### config.mk
export PLATFORM = sky130hd
export DESIGN_NAME = gate_input_conditioner
export DESIGN_NICKNAME = d
export VERILOG_FILES = /design/src/rtl/gate_input_conditioner.sv
export SDC_FILE = /design/constraint.sdc
export NUM_CORES = 1
export LEC_CHECK = 0
export CAP_MARGIN = 20
export CORE_MARGIN = 3
export CORE_UTILIZATION = 40
export CTS_BUF_LIST = sky130_fd_sc_hd__clkbuf_2 sky130_fd_sc_hd__clkbuf_4 sky130_fd_sc_hd__clkbuf_8
export DETAILED_ROUTE_END_ITERATION = 10
export GPL_ROUTABILITY_DRIVEN = 0
export PLACE_DENSITY = 0.61
export SLEW_MARGIN = 10
export SYNTH_ARGS = -nofsm -noshare
export SYNTH_HDL_FRONTEND = slang
export SYNTH_HIERARCHICAL = 1
export SYNTH_SLANG_ARGS = --single-unit
### constraint.sdc
create_clock -name clk -period 2.91 [get_ports clk]
set_input_delay 0.582 -clock clk [delete_from_list [all_inputs] [get_ports clk]]
set_output_delay 0.582 -clock clk [all_outputs]
set_load 0.1 [all_outputs]
### src/rtl/gate_input_conditioner.sv
// rtl/gate_input_conditioner.sv - two-channel synchronizer + debouncer feeding a 2-input gate stage
//
// Purpose : Conditions two raw asynchronous, possibly bouncing levels (A_in, B_in)
//           into clean registered levels (A, B) for a downstream 2-input gate.
//           Also produces one-cycle rising-edge pulses and a settled flag.
// Ports   : clk      - single clock, all logic on rising edge
//           rst      - synchronous active-high reset
//           A_in     - raw asynchronous level, channel A
//           B_in     - raw asynchronous level, channel B
//           A, B     - debounced registered levels
//           A_rise   - one-cycle pulse after A goes 0->1
//           B_rise   - one-cycle pulse after B goes 0->1
//           settled  - high when both channels are in STABLE (combinational)
//           glitch_cnt_A/B [7:0] - saturating count of aborted changes
//                      (present only when GATE_INPUT_GLITCH_CNT_EN is defined)
// Macro   : GATE_INPUT_GLITCH_CNT_EN enables the glitch counters.

module gate_input_channel #(
    parameter int SYNC_STAGES     = 2,
    parameter int DEBOUNCE_CYCLES = 4,
    parameter int CNT_W           = 8
) (
    input  logic       clk,
    input  logic       rst,
    input  logic       raw,
    output logic       level,
    output logic       rise,
    output logic       stable
`ifdef GATE_INPUT_GLITCH_CNT_EN
    ,
    output logic [7:0] glitch_cnt
`endif
);

    typedef enum logic {ST_STABLE = 1'b0, ST_PENDING = 1'b1} state_t;

    localparam logic [CNT_W-1:0] CNT_MAX = CNT_W'(DEBOUNCE_CYCLES - 1);
    // With a single-sample debounce there is nothing to wait for: flip in STABLE.
    localparam bit FLIP_NOW = (DEBOUNCE_CYCLES == 1);

    logic [SYNC_STAGES-1:0] sync_q;
    logic                   s;
    state_t                 state_q;
    state_t                 state_d;
    logic [CNT_W-1:0]       cnt_q;
    logic [CNT_W-1:0]       cnt_d;
    logic                   out_d;
    logic                   abort;

    assign s = sync_q[SYNC_STAGES-1];

    // State register plus the registered datapath.
    always_ff @(posedge clk) begin
        if (rst) begin
            sync_q  <= '0;
            state_q <= ST_STABLE;
            cnt_q   <= '0;
            level   <= 1'b0;
            rise    <= 1'b0;
        end else begin
            sync_q  <= {sync_q[SYNC_STAGES-2:0], raw};
            state_q <= state_d;
            cnt_q   <= cnt_d;
            level   <= out_d;
            // Registered together with level so the pulse lines up with the new level.
            rise    <= out_d & ~level;
        end
    end

    // Next-state logic.
    always_comb begin
        state_d = state_q;
        case (state_q)
            ST_STABLE: begin
                if ((s != level) && !FLIP_NOW) state_d = ST_PENDING;
            end
            ST_PENDING: begin
                if ((s == level) || (cnt_q == CNT_MAX)) state_d = ST_STABLE;
            end
            default: state_d = ST_STABLE;
        endcase
    end

    // Output / datapath logic.
    always_comb begin
        cnt_d = cnt_q;
        out_d = level;
        abort = 1'b0;
        case (state_q)
            ST_STABLE: begin
                cnt_d = '0;
                if (s != level) begin
                    if (FLIP_NOW) out_d = ~level;
                    else          cnt_d = CNT_W'(1);
                end
            end
            ST_PENDING: begin
                if (s == level) begin
                    // Input bounced back before the count completed.
                    cnt_d = '0;
                    abort = 1'b1;
                end else if (cnt_q == CNT_MAX) begin
                    out_d = ~level;
                    cnt_d = '0;
                end else begin
                    cnt_d = cnt_q + CNT_W'(1);
                end
            end
            default: cnt_d = '0;
        endcase
    end

    assign stable = (state_q == ST_STABLE);

`ifdef GATE_INPUT_GLITCH_CNT_EN
    always_ff @(posedge clk) begin
        if (rst) begin
            glitch_cnt <= 8'd0;
        end else if (abort && (glitch_cnt != 8'hFF)) begin
            glitch_cnt <= glitch_cnt + 8'd1;
        end
    end
`else
    logic unused_abort;
    assign unused_abort = abort;
`endif

endmodule

module gate_input_conditioner #(
    parameter int SYNC_STAGES     = 2,
    parameter int DEBOUNCE_CYCLES = 4,
    parameter int CNT_W           = 8
) (
    input  logic       clk,
    input  logic       rst,
    input  logic       A_in,
    input  logic       B_in,
    output logic       A,
    output logic       B,
    output logic       A_rise,
    output logic       B_rise,
    output logic       settled
`ifdef GATE_INPUT_GLITCH_CNT_EN
    ,
    output logic [7:0] glitch_cnt_A,
    output logic [7:0] glitch_cnt_B
`endif
);

    logic a_stable;
    logic b_stable;

    gate_input_channel #(
        .SYNC_STAGES    (SYNC_STAGES),
        .DEBOUNCE_CYCLES(DEBOUNCE_CYCLES),
        .CNT_W          (CNT_W)
    ) u_chan_a (
        .clk       (clk),
        .rst       (rst),
        .raw       (A_in),
        .level     (A),
        .rise      (A_rise),
        .stable    (a_stable)
`ifdef GATE_INPUT_GLITCH_CNT_EN
        ,
        .glitch_cnt(glitch_cnt_A)
`endif
    );

    gate_input_channel #(
        .SYNC_STAGES    (SYNC_STAGES),
        .DEBOUNCE_CYCLES(DEBOUNCE_CYCLES),
        .CNT_W          (CNT_W)
    ) u_chan_b (
        .clk       (clk),
        .rst       (rst),
        .raw       (B_in),
        .level     (B),
        .rise      (B_rise),
        .stable    (b_stable)
`ifdef GATE_INPUT_GLITCH_CNT_EN
        ,
        .glitch_cnt(glitch_cnt_B)
`endif
    );

    assign settled = a_stable & b_stable;

endmodule
==> results.py, run 1 <==
metrics = {
    "run_status": {
        "status": "completed",
    },
    "power_and_ir_drop": {
        "leakagePower_nw": 0.420,
        "ir_drop_uv": 309,
        "p_per_area_nw_per_um2": 446,
    },
    "routing": {
        "dr.first_iter.drc_count": 39,
        "drtPass1Iterations": 4,
        "vias": 847,
        "drtAntennaViolNets": 0,
        "vias_per_cell": 5.46,
        "wl_per_cell_um": 12.5,
        "remaining_drc_errors": 0,
        "drt-total-wl_mm": 1.93,
    },
    "setup_path": {
        "cp_max_fo": 6,
        "critPathSlowestCell": "dfxtp_1",
        "r2r_end": "u_chan_b/state_q$_SDFF_PP0_",
        "crit_type": "reg -> out",
        "critPathLaunch": "u_chan_b/state_q$_SDFF_PP0_",
        "max_stage_delay_ps": 450,
        "reg2reg_slack_ps": 1340,
        "path_cells": "inv_1 > and2_1 > buf_4",
        "cp_top_family": "flip-flops",
        "rr_worst_depth": 4,
        "r2r_start": "u_chan_b/cnt_q[0]$_SDFF_PP0_",
        "critPathLaunchType": "register",
        "path_buf_inv": 2,
        "end_kind": "output pin",
        "cp.required_ps": 2330,
        "crit_arrival_ps": 1180,
    },
    "clock_tree": {
        "clock_path_buffers": 2,
        "cts.sinks": 26,
        "clkTransAtPathRegs_ps": 130,
        "clkLatencyLatePin_ps": 320,
        "cts_buffers": 3,
        "cts_tree": "built",
        "cts-root-buf": "clkbuf_4",
        "post_cts_buffers": 0,
        "cts_hold_buffers": 0,
        "cts.repair.resized": 0,
        "htree_levels": 1,
    },
    "timing": {
        "setup_viol": 0,
        "rsz0062_at_grt": "false",
        "fmax_mhz": 567,
        "tightest_slew_ps": 347,
        "whs_ps": 455,
        "tns_ps": 0,
        "fin_worst_skew_ps": 1.25,
        "drv_slew": 0,
        "period_share": 0.606,
        "hold_viol": 0,
        "finalCriticalPeriod_ps": 1760,
        "relSlewSlack": 0.768,
    },
    "layout": {
        "fillers": 251,
        "layout_commonest_cell": "dfxtp_1",
        "regArea_um2": 520,
        "layout-drive-gt1-share": 0.168,
        "multi_input_area_um2": 599,
        "num_antenna_cells": 0,
        "nNetsFinal": 132,
        "area_growth_pct": 9.39,
    },
    "synth": {
        "ys_seq_area_frac": 0.449,
        "synth-seq-cells": 26,
        "synthCells": 117,
        "synth_area_um2": 1160,
        "yosys_warnings": 6,
        "syn_area_per_cell_um2": 9.91,
        "syn-num-nets": 123,
        "synth_cell_type_count": 29,
    },
    "die": {
        "start_util": 0.444,
        "coreArea_um2": 2610,
        "die_area_um2": 3580,
        "rows": 18,
        "die_y_um": 59.9,
        "die_x_um": 59.9,
        "io_pins": 9,
    },
    "global_routing": {
        "grt.total_usage": 0.130,
        "grt_pass1_vias": 789,
        "grt_max_degree": 15,
        "gr-total-overflow": 0,
        "grt_antenna_before_repair": 0,
        "grt_pass1_wl_mm": 3.49,
    },
    "min_path": {
        "min_from": "u_chan_a/sync_q[0]$_SDFF_PP0_",
        "min_to": "u_chan_a/sync_q[1]$_SDFF_PP0_",
        "hold_depth": 1,
        "holdCritPathClass": "reg -> reg",
    },
    "placement": {
        "io_buffers": 8,
        "dpl.hpwl_mm": 1.39,
    },
    "run": {
        "maxCapViolations": 0,
    },
}
[layer usage]
metal / up-vias / part of all wire / GRT usage
li1: 440 / - / -
met1: 388 / 0.54 / 0.186
met2: 15 / 0.41 / 0.179
met3: 4 / 0.034 / 0.0194
met4: 0 / 0.020 / 0.0854
met5: - / 0 / 0
[per-stage QoR]
step	area [um2]	std cells	total power, W	utilization	setup WS [ps]
finish	1270	155	0.000566	0.486	1150
global route	1270	155	0.000594	0.486	1060
CTS	1270	155	0.000577	0.486	1120
detailed placement	1230	151	0.000392	0.472	952
global placement	1230	151	0.000392	0.472	1010
floorplan	1160	117	0.000384	-	1210
[worst register-to-register path: stages (launching register included)]
cell and delay [ps]:
dfxtp_1 410, ha_1 260, nor4b_2 320, and2_1 360, a21oi_1 110
[how the worst max path moves through the flow]
stage / to / slack [ps] / cells past startpoint
2_1_floorplan: u_chan_a/cnt_q[6]$_SDFF_PP0_ / 1210 / 3
3_3_place_gp: u_chan_a/cnt_q[2]$_SDFF_PP0_ / 1010 / 3
3_5_place_dp: u_chan_b/cnt_q[1]$_SDFF_PP0_ / 950 / 3
4_1_cts: settled / 1120 / 3
5_1_grt: settled / 1060 / 3
6_report: settled / 1150 / 3
[synthesized netlist by cell type]
master | count | area (um2)
nand2_1 | 6 | 22.5
nand3b_1 | 2 | 15.0
nor2b_1 | 4 | 25.0
dfxtp_1 | 26 | 521
buf_2 | 2 | 10.0
and2_1 | 3 | 18.8
xor2_1 | 6 | 52.6
ha_1 | 2 | 25.0
or4b_1 | 2 | 20.0
buf_6 | 2 | 22.5
or3_1 | 6 | 37.5
xnor2_1 | 2 | 17.5
nand3_2 | 2 | 20.0
a21oi_1 | 6 | 30.0
nor3_1 | 6 | 30.0
o21ai_0 | 6 | 30.0
or4b_4 | 2 | 27.5
nor3_2 | 2 | 20.0
a211oi_1 | 2 | 15.0
o21ai_1 | 2 | 10.0
a211oi_2 | 4 | 50.1
nor2_1 | 4 | 15.0
a21o_1 | 2 | 15.0
nor4b_2 | 2 | 30.0
nand2b_1 | 2 | 12.5
nand3_1 | 4 | 20.0
nand4_1 | 4 | 25.0
inv_1 | 2 | 7.51
nor3b_1 | 2 | 15.0
[where the power goes]
group / switching, W / internal (W)
clock network: 0.000105 / 0.0000766
logic: 0.0000113 / 0.00000998
registers: 0.00000309 / 0.000360
[final cells by class]
cell class	instances	area share
multi-input combinational	85	0.472
timing repair buffer	8	0.0533
tap	30	0.0296
clock buffer	4	0.0286
sequential	26	0.410
inverter	2	0.00592
[cells by family after synthesis]
kind of cell,synth area share
compound gates,0.129
xor+xnor,0.0604
fa+ha+maj,0.0216
buf+inv,0.0345
flops,0.449
simple gates,0.305
[state kept, by name, indices dropped and copies added (netlist names), 2 cells and up]
| signal | flops |
|---|---|
| u_chan_b/sync_q | 2 |
| u_chan_b/cnt_q | 8 |
| u_chan_a/sync_q | 2 |
| u_chan_a/cnt_q | 8 |
(Power assumes the default switching activity.)
==> run 2, diff against run 1 <==
--- a/config.mk
+++ b/config.mk
@@ -11,7 +11,7 @@
 export CTS_BUF_LIST = sky130_fd_sc_hd__clkbuf_2 sky130_fd_sc_hd__clkbuf_4 sky130_fd_sc_hd__clkbuf_8
 export DETAILED_ROUTE_END_ITERATION = 10
 export GPL_ROUTABILITY_DRIVEN = 0
-export PLACE_DENSITY = 0.61
+export PLACE_DENSITY = 0.63
 export SLEW_MARGIN = 10
 export SYNTH_ARGS = -nofsm -noshare
 export SYNTH_HDL_FRONTEND = slang
==> constraint.sdc (replaced) <==
create_clock -name clk -period 1.6 [get_ports clk]
set_input_delay 0.32 -clock clk [delete_from_list [all_inputs] [get_ports clk]]
set_output_delay 0.32 -clock clk [all_outputs]
set_load 0.1 [all_outputs]
==> results.py, run 2 (synthesized netlist as in run 1, its figures left out) <==
metrics = {
    "run_status": {
        "status": "completed",
    },
    "layout": {
        "layout-drive-gt1-share": 0.233,
        "final_util": 0.524,
        "regArea_um2": 523,
        "nNetsFinal": 136,
        "num_antenna_cells": 0,
        "area_growth_pct": 18.0,
        "multi_input_area_um2": 604,
        "layout_commonest_cell": "dfxtp_1",
        "fillers": 242,
        "reg.largest.list": "u_chan_a/cnt_q: 8 flops, u_chan_b/cnt_q: 8 flops",
    },
    "setup_path": {
        "path_buf_inv": 0,
        "cp_max_fo": 5,
        "cp.required_ps": 1820,
        "critPathSlowestCell": "or4b_1",
        "cp_top_family": "simple AND/OR/NAND/NOR gates",
        "reg2reg_slack_ps": 110,
        "crit_type": "reg -> reg",
        "max_stage_delay_ps": 500,
        "rr_worst_depth": 4,
        "crit_arrival_ps": 1710,
        "end_kind": "register",
        "r2r_start": "u_chan_a/cnt_q[0]$_SDFF_PP0_",
        "r2r_end": "u_chan_a/level$_SDFF_PP0_",
        "path_cells": "ha_2 > or4b_1 > o21ai_1 > a21oi_1",
        "critPathLaunchType": "register",
    },
    "clock_tree": {
        "cts-root-buf": "clkbuf_4",
        "cts_tree": "built",
        "clock_path_buffers": 2,
        "clkLatencyLatePin_ps": 310,
        "cts_buffers": 3,
        "htree_levels": 1,
        "cts.repair.resized": 0,
        "cts_hold_buffers": 0,
        "cts.sinks": 26,
        "post_cts_buffers": 0,
        "clkTransAtPathRegs_ps": 140,
    },
    "power_and_ir_drop": {
        "power.total_w": 0.00103,
        "ir_drop_uv": 420,
        "leakagePower_nw": 0.456,
        "p_per_area_nw_per_um2": 752,
    },
    "run": {
        "maxCapViolations": 0,
    },
    "timing": {
        "period_share": 0.929,
        "finalCriticalPeriod_ps": 1490,
        "relSlewSlack": 0.766,
        "tightest_slew_ps": 349,
        "tns_ps": 0,
        "setup_viol": 0,
        "drv_slew": 0,
        "fin_worst_skew_ps": 11.1,
        "hold_viol": 0,
        "fmax_mhz": 673,
        "whs_ps": 455,
        "rsz0062_at_grt": "false",
    },
    "routing": {
        "vias_per_cell": 5.61,
        "drt-total-wl_mm": 2.08,
        "drtAntennaViolNets": 0,
        "drtPass1Iterations": 4,
        "vias": 892,
        "dr.first_iter.drc_count": 20,
        "wl_per_cell_um": 13.1,
        "remaining_drc_errors": 0,
    },
    "global_routing": {
        "grt.total_usage": 0.133,
        "grt_pass1_vias": 808,
        "grt_antenna_before_repair": 0,
        "grt_pass1_wl_mm": 3.67,
        "grt_max_degree": 15,
        "gr-total-overflow": 0,
    },
    "min_path": {
        "holdCritPathClass": "reg -> reg",
        "hold_depth": 1,
        "min_from": "u_chan_a/sync_q[0]$_SDFF_PP0_",
        "min_to": "u_chan_a/sync_q[1]$_SDFF_PP0_",
    },
    "die": {
        "die_area_um2": 3580,
        "rows": 18,
        "coreArea_um2": 2610,
        "die_x_um": 59.9,
        "start_util": 0.444,
        "io_pins": 9,
        "die_y_um": 59.9,
    },
    "placement": {
        "dpl.hpwl_mm": 1.57,
        "io_buffers": 8,
    },
}
## run 2: worst register-to-register path, cell delays in order, from the launching register on
cell	delay, ps
dfxtp_1	420
ha_2	250
or4b_1	500
o21ai_1	160
a21oi_1	70
## run 2: final cells by class
class                           count  share of cell area
Clock buffer                        4              0.0265
Inverter                            2             0.00548
Timing Repair Buffer               12               0.117
Tap cell                           30              0.0274
Multi-Input combinational cell     85               0.442
Sequential cell                    26               0.382
## run 2: report_power, final
group          internal (W)  switching (W)  leakage (nW)
clock network      0.000139       0.000184        0.0210
logic             0.0000244      0.0000217         0.224
registers          0.000655     0.00000576         0.212
## run 2: worst max-delay path by stage
stage	end	slack, ps	start	cells after the start
floorplan	settled	170	u_chan_a/state_q$_SDFF_PP0_	2
global placement	u_chan_a/state_q$_SDFF_PP0_	120	u_chan_a/cnt_q[0]$_SDFF_PP0_	4
detailed placement	u_chan_a/cnt_q[3]$_SDFF_PP0_	90	rst	3
global route	u_chan_b/level$_SDFF_PP0_	4	u_chan_b/cnt_q[0]$_SDFF_PP0_	4
finish	u_chan_a/level$_SDFF_PP0_	110	u_chan_a/cnt_q[0]$_SDFF_PP0_	4
CTS	u_chan_a/state_q$_SDFF_PP0_	70	u_chan_a/cnt_q[0]$_SDFF_PP0_	4
## run 2: through the flow
stage,worst slack [ps],instances,instance area (um2)
6_report,114,159,1370
5_1_grt,4.49,159,1370
4_1_cts,70.6,159,1360
3_5_place_dp,85.9,155,1330
3_3_place_gp,117,155,1330
2_1_floorplan,166,117,1160
## run 2: layer usage
layer  vias to the layer above  routed length [um]  GRT usage
li1                        449                   -          -
met1                       431                1070      0.191
met2                        10                 938      0.196
met3                         2                  58     0.0194
met4                         0                  14     0.0570
met5                         -                   0          0
==> run 3, diff against run 2 <==
--- a/config.mk
+++ b/config.mk
@@ -9,6 +9,7 @@
 export CORE_MARGIN = 3
 export CORE_UTILIZATION = 40
 export CTS_BUF_LIST = sky130_fd_sc_hd__clkbuf_2 sky130_fd_sc_hd__clkbuf_4 sky130_fd_sc_hd__clkbuf_8
+export CTS_CLUSTER_SIZE = 8
 export DETAILED_ROUTE_END_ITERATION = 10
 export GPL_ROUTABILITY_DRIVEN = 0
 export PLACE_DENSITY = 0.63
==> results of run 3 <==
Same layout as run 2: the final DEF is identical, and so are final timing and power.
